[src/rtl/wts_timer_array_if.sv]
// Register bus between the slot decoder and the timer bank.
// The decoder drives address, strobes and write data; the timer bank
// returns registered read data.
interface wts_timer_array_if #(
  parameter int ADDR_W = 6
) ();
  logic [ADDR_W-1:0] addr;
  logic              wr;
  logic              rd;
  logic [7:0]        wdata;
  logic [7:0]        rdata;

  modport master (output addr, output wr, output rd, output wdata, input rdata);
  modport slave  (input addr, input wr, input rd, input wdata, output rdata);
endinterface

[src/rtl/wts_timer_array.sv]
// Bank of NUM_TIMERS programmable down-counting timers.
// Each timer owns four byte registers (CTRL, STATUS, RELOAD_L, RELOAD_H).
// It counts on tick_en through a 2^PSEL prescaler and raises a pending
// flag plus a one-clock fire pulse on expiry. Pending flags gated by IE
// combine into the active-low level interrupt nint.
module wts_timer_array #(
  parameter int NUM_TIMERS = 4,
  parameter int COUNT_W    = 16,
  parameter int ADDR_W     = 6
) (
  input  logic                  clk,
  input  logic                  nreset,
  input  logic                  tick_en,
  wts_timer_array_if.slave      bus,
  output logic                  nint,
  output logic [NUM_TIMERS-1:0] timer_fire
);

  localparam int IDX_W = ADDR_W - 2;

  // Terminal prescaler value for a given PSEL: 2^PSEL - 1.
  function automatic logic [14:0] psel_mask(input logic [3:0] psel);
    logic [15:0] m;
    m = (16'd1 << psel) - 16'd1;
    return m[14:0];
  endfunction

  // Zero-extend a reload value to the 16-bit register-map view.
  function automatic logic [15:0] ext16(input logic [COUNT_W-1:0] v);
    return 16'(v);
  endfunction

  logic [7:0]         ctrl_r    [NUM_TIMERS];
  logic [COUNT_W-1:0] reload_r  [NUM_TIMERS];
  logic [COUNT_W-1:0] counter_r [NUM_TIMERS];
  logic [14:0]        presc_r   [NUM_TIMERS];
  logic [NUM_TIMERS-1:0] pending_r;
  logic [NUM_TIMERS-1:0] fire_r;
  logic [7:0]            rdata_r;
  logic                  nint_r;

  logic                  hit_s;
  logic [IDX_W-1:0]      idx_s;
  logic [1:0]            off_s;
  logic [NUM_TIMERS-1:0] sel_s;
  logic [NUM_TIMERS-1:0] ie_s;
  logic [NUM_TIMERS-1:0] wr_ctrl_s;
  logic [NUM_TIMERS-1:0] wr_rl_s;
  logic [NUM_TIMERS-1:0] wr_rh_s;
  logic [NUM_TIMERS-1:0] rd_stat_s;
  logic [NUM_TIMERS-1:0] count_ev_s;
  logic [NUM_TIMERS-1:0] expire_s;
  logic [15:0]           rl16_s    [NUM_TIMERS];
  logic [COUNT_W-1:0]    rl_lo_new_s [NUM_TIMERS];
  logic [COUNT_W-1:0]    rl_hi_new_s [NUM_TIMERS];
  logic [7:0]            rd_tim_s  [NUM_TIMERS];
  logic [7:0]            rd_val_s;

  // Address decode, per-timer strobes, count/expiry detection and read mux.
  always_comb begin
    idx_s    = bus.addr[ADDR_W-1:2];
    off_s    = bus.addr[1:0];
    hit_s    = (32'(bus.addr) < 32'(NUM_TIMERS * 4));
    rd_val_s = 8'h00;
    for (int t = 0; t < NUM_TIMERS; t++) begin
      sel_s[t]     = hit_s && (idx_s == IDX_W'(t));
      ie_s[t]      = ctrl_r[t][5];
      wr_ctrl_s[t] = bus.wr && sel_s[t] && (off_s == 2'd0);
      rd_stat_s[t] = bus.rd && sel_s[t] && (off_s == 2'd1);
      wr_rl_s[t]   = bus.wr && sel_s[t] && (off_s == 2'd2);
      wr_rh_s[t]   = bus.wr && sel_s[t] && (off_s == 2'd3);
      // A CTRL write in the same cycle restarts the timer instead of counting.
      count_ev_s[t] = ctrl_r[t][7] && tick_en && !wr_ctrl_s[t] &&
                      (presc_r[t] == psel_mask(ctrl_r[t][3:0]));
      expire_s[t]   = count_ev_s[t] && (counter_r[t] == {COUNT_W{1'b0}});
      rl16_s[t]      = ext16(reload_r[t]);
      rl_lo_new_s[t] = COUNT_W'({rl16_s[t][15:8], bus.wdata});
      rl_hi_new_s[t] = COUNT_W'({bus.wdata, rl16_s[t][7:0]});
      case (off_s)
        2'd0:    rd_tim_s[t] = ctrl_r[t];
        2'd1:    rd_tim_s[t] = {~pending_r[t], 7'b000_0000};
        2'd2:    rd_tim_s[t] = rl16_s[t][7:0];
        2'd3:    rd_tim_s[t] = rl16_s[t][15:8];
        default: rd_tim_s[t] = 8'h00;
      endcase
      rd_val_s = rd_val_s | (sel_s[t] ? rd_tim_s[t] : 8'h00);
    end
  end

  // Timer state, pending flags, fire pulses, read data and interrupt register.
  always_ff @(posedge clk) begin
    if (!nreset) begin
      for (int t = 0; t < NUM_TIMERS; t++) begin
        ctrl_r[t]    <= 8'h00;
        reload_r[t]  <= {COUNT_W{1'b0}};
        counter_r[t] <= {COUNT_W{1'b0}};
        presc_r[t]   <= 15'd0;
      end
      pending_r <= {NUM_TIMERS{1'b0}};
      fire_r    <= {NUM_TIMERS{1'b0}};
      rdata_r   <= 8'h00;
      nint_r    <= 1'b1;
    end else begin
      if (bus.rd) begin
        rdata_r <= rd_val_s;
      end
      nint_r <= ~|(pending_r & ie_s);
      fire_r <= expire_s;
      for (int t = 0; t < NUM_TIMERS; t++) begin
        if (wr_rl_s[t]) begin
          reload_r[t] <= rl_lo_new_s[t];
        end else if (wr_rh_s[t]) begin
          reload_r[t] <= rl_hi_new_s[t];
        end
        if (wr_ctrl_s[t]) begin
          ctrl_r[t] <= {bus.wdata[7:5], 1'b0, bus.wdata[3:0]};
          if (bus.wdata[7]) begin
            counter_r[t] <= reload_r[t];
            presc_r[t]   <= 15'd0;
          end
        end else if (ctrl_r[t][7] && tick_en) begin
          if (count_ev_s[t]) begin
            presc_r[t] <= 15'd0;
            if (expire_s[t]) begin
              counter_r[t] <= reload_r[t];
              if (ctrl_r[t][6]) begin
                ctrl_r[t][7] <= 1'b0;
              end
            end else begin
              counter_r[t] <= counter_r[t] - {{(COUNT_W-1){1'b0}}, 1'b1};
            end
          end else begin
            presc_r[t] <= presc_r[t] + 15'd1;
          end
        end
        // Expiry beats a simultaneous STATUS read clear.
        if (expire_s[t]) begin
          pending_r[t] <= 1'b1;
        end else if (rd_stat_s[t]) begin
          pending_r[t] <= 1'b0;
        end
      end
    end
  end

  assign bus.rdata  = rdata_r;
  assign nint       = nint_r;
  assign timer_fire = fire_r;

endmodule

[src/flat_wrapper.sv]
// flat-port wrapper written by rule: the top's interface ports become plain ports
module wts_timer_array_flat 
#(
  parameter int NUM_TIMERS = 4,
  parameter int COUNT_W    = 16,
  parameter int ADDR_W     = 6
)
  (clk, nreset, tick_en, nint, timer_fire, bus_addr, bus_wr, bus_rd, bus_wdata, bus_rdata);
  wts_timer_array_if #(.ADDR_W(ADDR_W)) bus_i ();
  input  logic clk;
  input  logic nreset;
  input  logic tick_en;
  output logic nint;
  output logic [NUM_TIMERS-1:0] timer_fire;
  input wire logic [$bits(bus_i.addr)-1:0] bus_addr;
  input wire logic [$bits(bus_i.wr)-1:0] bus_wr;
  input wire logic [$bits(bus_i.rd)-1:0] bus_rd;
  input wire logic [$bits(bus_i.wdata)-1:0] bus_wdata;
  output wire logic [$bits(bus_i.rdata)-1:0] bus_rdata;
  assign bus_i.addr = bus_addr;
  assign bus_i.wr = bus_wr;
  assign bus_i.rd = bus_rd;
  assign bus_i.wdata = bus_wdata;
  assign bus_rdata = bus_i.rdata;
  wts_timer_array #(.NUM_TIMERS(NUM_TIMERS), .COUNT_W(COUNT_W), .ADDR_W(ADDR_W)) u_core (.clk(clk), .nreset(nreset), .tick_en(tick_en), .bus(bus_i), .nint(nint), .timer_fire(timer_fire));
endmodule
[config.mk]
export PLATFORM = sky130hd
export DESIGN_NAME = wts_timer_array_flat
export DESIGN_NICKNAME = d
export VERILOG_FILES = /design/src/rtl/wts_timer_array_if.sv /design/src/rtl/wts_timer_array.sv /design/src/flat_wrapper.sv
export SDC_FILE = /design/constraint.sdc
export NUM_CORES = 1
export LEC_CHECK = 0
export BUFFER_PORTS_ARGS = -buffer_cell sky130_fd_sc_hd__buf_2
export CORE_MARGIN = 2
export CORE_UTILIZATION = 45
export DETAILED_ROUTE_END_ITERATION = 6
export GPL_TIMING_DRIVEN = 0
export HOLD_SLACK_MARGIN = 0.1
export PLACE_DENSITY = 0.7
export RECOVER_POWER = 100
export SYNTH_ARGS = -nofsm -noshare
export SYNTH_HDL_FRONTEND = slang
export SYNTH_SLANG_ARGS = --single-unit
[constraint.sdc]
create_clock -name clk -period 5.7 [get_ports clk]
set_input_delay 0.285 -clock clk [delete_from_list [all_inputs] [get_ports clk]]
set_output_delay 0.285 -clock clk [all_outputs]
set_load 0.02 [all_outputs]
==> flow_metrics.tcl <==
set metrics [dict create \
    drtIter0Drc 1057 \
    cp_max_fo 10 \
    synth_edf_count 216 \
    switching_share_pct 25.4 \
    r2r-end "u_core.counter_r[3][14]" \
    ys_seq_area_share_pct 48.6 \
    fp.dieW_um 181 \
    reg2reg_slack_ns 0.76 \
    antennaDiodeCount 0 \
    crit_required_ns 6.09 \
    grt_pass1_wl_um 57500 \
    ys_types 75 \
    rsz0062_at_grt "false" \
    synth_fp_nets 1408 \
    wirelength_um 36800 \
    r2r-start "u_core.ctrl_r[0][23]" \
    hpwl_um 26200 \
    whs_path_depth 2 \
    grt_pass1_vias 10600 \
    p_switching_w 0.00108 \
    cts_num_sinks 233 \
    syn_inst 1377 \
    reg2reg_depth 14 \
    timing.final.crit_share_pct 86.7 \
    final_common_cell "edfxtp_1" \
    die_area_um2 32600 \
    ir_drop_uv 218 \
    layoutNonFillerInstCount 1856 \
    p_leak_nw 5.10 \
    crit_path_start_kind "flop" \
    final_cell_mix "edfxtp_1, nor2_1, clkbuf_1" \
    vias_per_cell 5.95 \
    drc_errors 0 \
    syn-cell-area_um2 14000 \
    cellPowerDensity_nw_per_um2 274 \
    clkTransAtPathRegs_ns 0.06 \
    post_drt_wl_per_cell_um 19.8 \
    yosys-top-cells-area "edfxtp_1, xnor2_1, and2_1" \
    synth_warnings 0 \
    register_area_um2 6830 \
    ant_nets 0 \
    start_util_pct 45.8 \
    avgSynthCellArea_um2 10.2 \
    worst_pin_slew_ns 1.37 \
    synth-async-reset-ratio_pct 0 \
    antenna_found_initial 1 \
    slew_headroom_pct 7.62 \
    yosysTopAreaCellShare_pct 46.2 \
    area_growth_pct 10.4 \
    crit_type "reg -> reg" \
    clk_latency_ns 0.55 \
    cts_tree "built" \
    n_fill_cell 2821 \
    hold_start "bus_wdata[2]" \
    final_net_count 1469 \
    hold_class "in -> reg" \
    arrival_ns 5.33 \
    status "finished clean" \
    p_int_w 0.00317 \
    drtPass1Iterations 5 \
    multi_input_area_um2 6530 \
    finalHoldViolations 0 \
    setup_viol 0 \
    globalplace.congestion 0.959 \
    clock-root-buffer "clkbuf_16" \
    power_w 0.00425 \
    vias 11000 \
    maxCapViolCount 0 \
    io_pins 32 \
    grt.total_usage_pct 21.9 \
    cts.htree.levels 1 \
    cts_buffers 28 \
    hold-path-endpoint "u_core.reload_r[1][10]" \
    ys_ff_latch 233 \
    maxSlewViolCount 0 \
    ctsResizeCount 0 \
    end_kind "flop" \
    clockBufferDepth 3 \
    fmax_mhz 202 \
    grt_overflow 0 \
    yosysTopAreaCell "edfxtp_1" \
    period_minus_slack_ns 4.94 \
    fin_tns_setup_ns 0 \
    place_inst 1801 \
    ys.flop_type "edfxtp_1" \
    core_um2 30700 \
    grt_max_degree 17 \
    die_h_um 181 \
    layout-drive-gt1-share_pct 7.33 \
    skew_ns 0.0118 \
    p_clk_share_pct 42.1 \
    rows 64 \
    combPwrFrac_pct 10.2 \
    seqPwrFrac_pct 47.7 \
    io_buffers 25 \
]
repair_timing:
item / in CTS / in global routing
hold buffers: 3 / 0
endpoints found under the hold margin: 6 / 0
setup buffers: 0 / 0
worst max-delay path, cell delays in order, from the launching register on:
cell       delay [ns]
edfxtp_1         0.34
clkbuf_1         0.27
clkbuf_1         0.42
nor2_1           0.11
nand3_1          0.11
ha_1             0.15
clkbuf_1         0.28
nor4b_1          0.10
nand3_1          0.10
o2111ai_1        0.12
a2111oi_0        0.62
nand4b_1         0.33
o41ai_1          1.22
clkbuf_1         0.43
o2bb2ai_1        0.17
layout make-up:
class,count,area share [%]
clock inverter,14,0.944
sequential,233,44.0
inverter,50,1.21
timing repair buffer,31,0.969
clock buffer,38,4.90
multi-input combinational,994,42.1
buffer,100,2.65
tap,396,3.20
synth_stat cells, types with 16 or more instances:
master / number
and3_1: 16
o22ai_1: 24
xor2_1: 51
edfxtp_1: 216
a21oi_1: 34
inv_1: 50
or3_1: 18
mux2_2: 19
o21ai_0: 54
xnor2_1: 87
nor3_1: 36
nor4_1: 20
nand2_1: 71
nand3_1: 52
a22oi_1: 22
clkbuf_1: 71
dfxtp_1: 17
nor2_1: 138
o2bb2ai_1: 37
buf_2: 19
and2_1: 95
kinds of logic (layout without fill, tap and decap cells):
kind of cell             Yosys count  in the layout  share of synthesized area, %
AO/OA/AOI/OAI                    281            281                          14.7
buffers and inverters            150            233                          4.40
adder cells (fa/ha/maj)           13             13                          1.14
multiplexers                      25             25                          2.31
flip-flops                       233            233                          48.6
XOR/XNOR                         138            138                          8.61
AND/OR/NAND/NOR                  537            537                          20.2
power groups by stage:
| stage | combinational [W] | clock (W) | sequential (W) |
|---|---|---|---|
| floorplan | 0.000308 | 0 | 0.00204 |
| global placement | 0.000416 | 0 | 0.00206 |
| detailed placement | 0.000425 | 0 | 0.00206 |
| CTS | 0.000430 | 0.00181 | 0.00203 |
| global route | 0.000472 | 0.00187 | 0.00204 |
| finish | 0.000432 | 0.00179 | 0.00203 |
sequential cells by signal, summed over array words and instances, names as in the netlist:
register           cells
u_core.presc_r        60
u_core.ctrl_r         28
u_core.nint            1
u_core.pending_r       4
u_core.counter_r      64
u_core.timer_fire      4
u_core.reload_r       64
u_core.bus.rdata       8
through the flow:
step / hold slack (ns) / cell area [um^2] / utilization [%] / setup slack (ns)
finish: 0.125 / 15500 / 50.5 / 0.761
floorplan: 0.462 / 14000 / - / 1.48
global route: 0.122 / 15500 / 50.5 / 0.458
global placement: 0.454 / 14700 / 47.8 / 0.705
detailed placement: 0.464 / 14700 / 47.9 / 1.39
CTS: 0.103 / 15600 / 50.9 / 1.33
layer usage:
layer	GRT usage [%]	vias up	wire (um)
met5	0	-	0
met4	6.58	0	1210
met3	3.72	89	2910
met2	34.6	454	16400
met1	30.7	5323	16300
li1	-	5172	-
worst max-delay path by stage:
stage	startpoint	to	slack, ns	depth (start not counted)
finish	u_core.ctrl_r[0][23]	u_core.counter_r[3][14]	0.76	14
CTS	u_core.ctrl_r[0][3]	u_core.counter_r[0][11]	1.33	14
global placement	u_core.ctrl_r[0][9]	u_core.counter_r[1][12]	0.70	12
detailed placement	u_core.ctrl_r[0][3]	u_core.counter_r[0][11]	1.39	14
global route	u_core.ctrl_r[0][23]	u_core.counter_r[3][14]	0.46	14
floorplan	u_core.ctrl_r[0][9]	u_core.counter_r[1][0]	1.48	12
(Power assumes the default switching activity.)
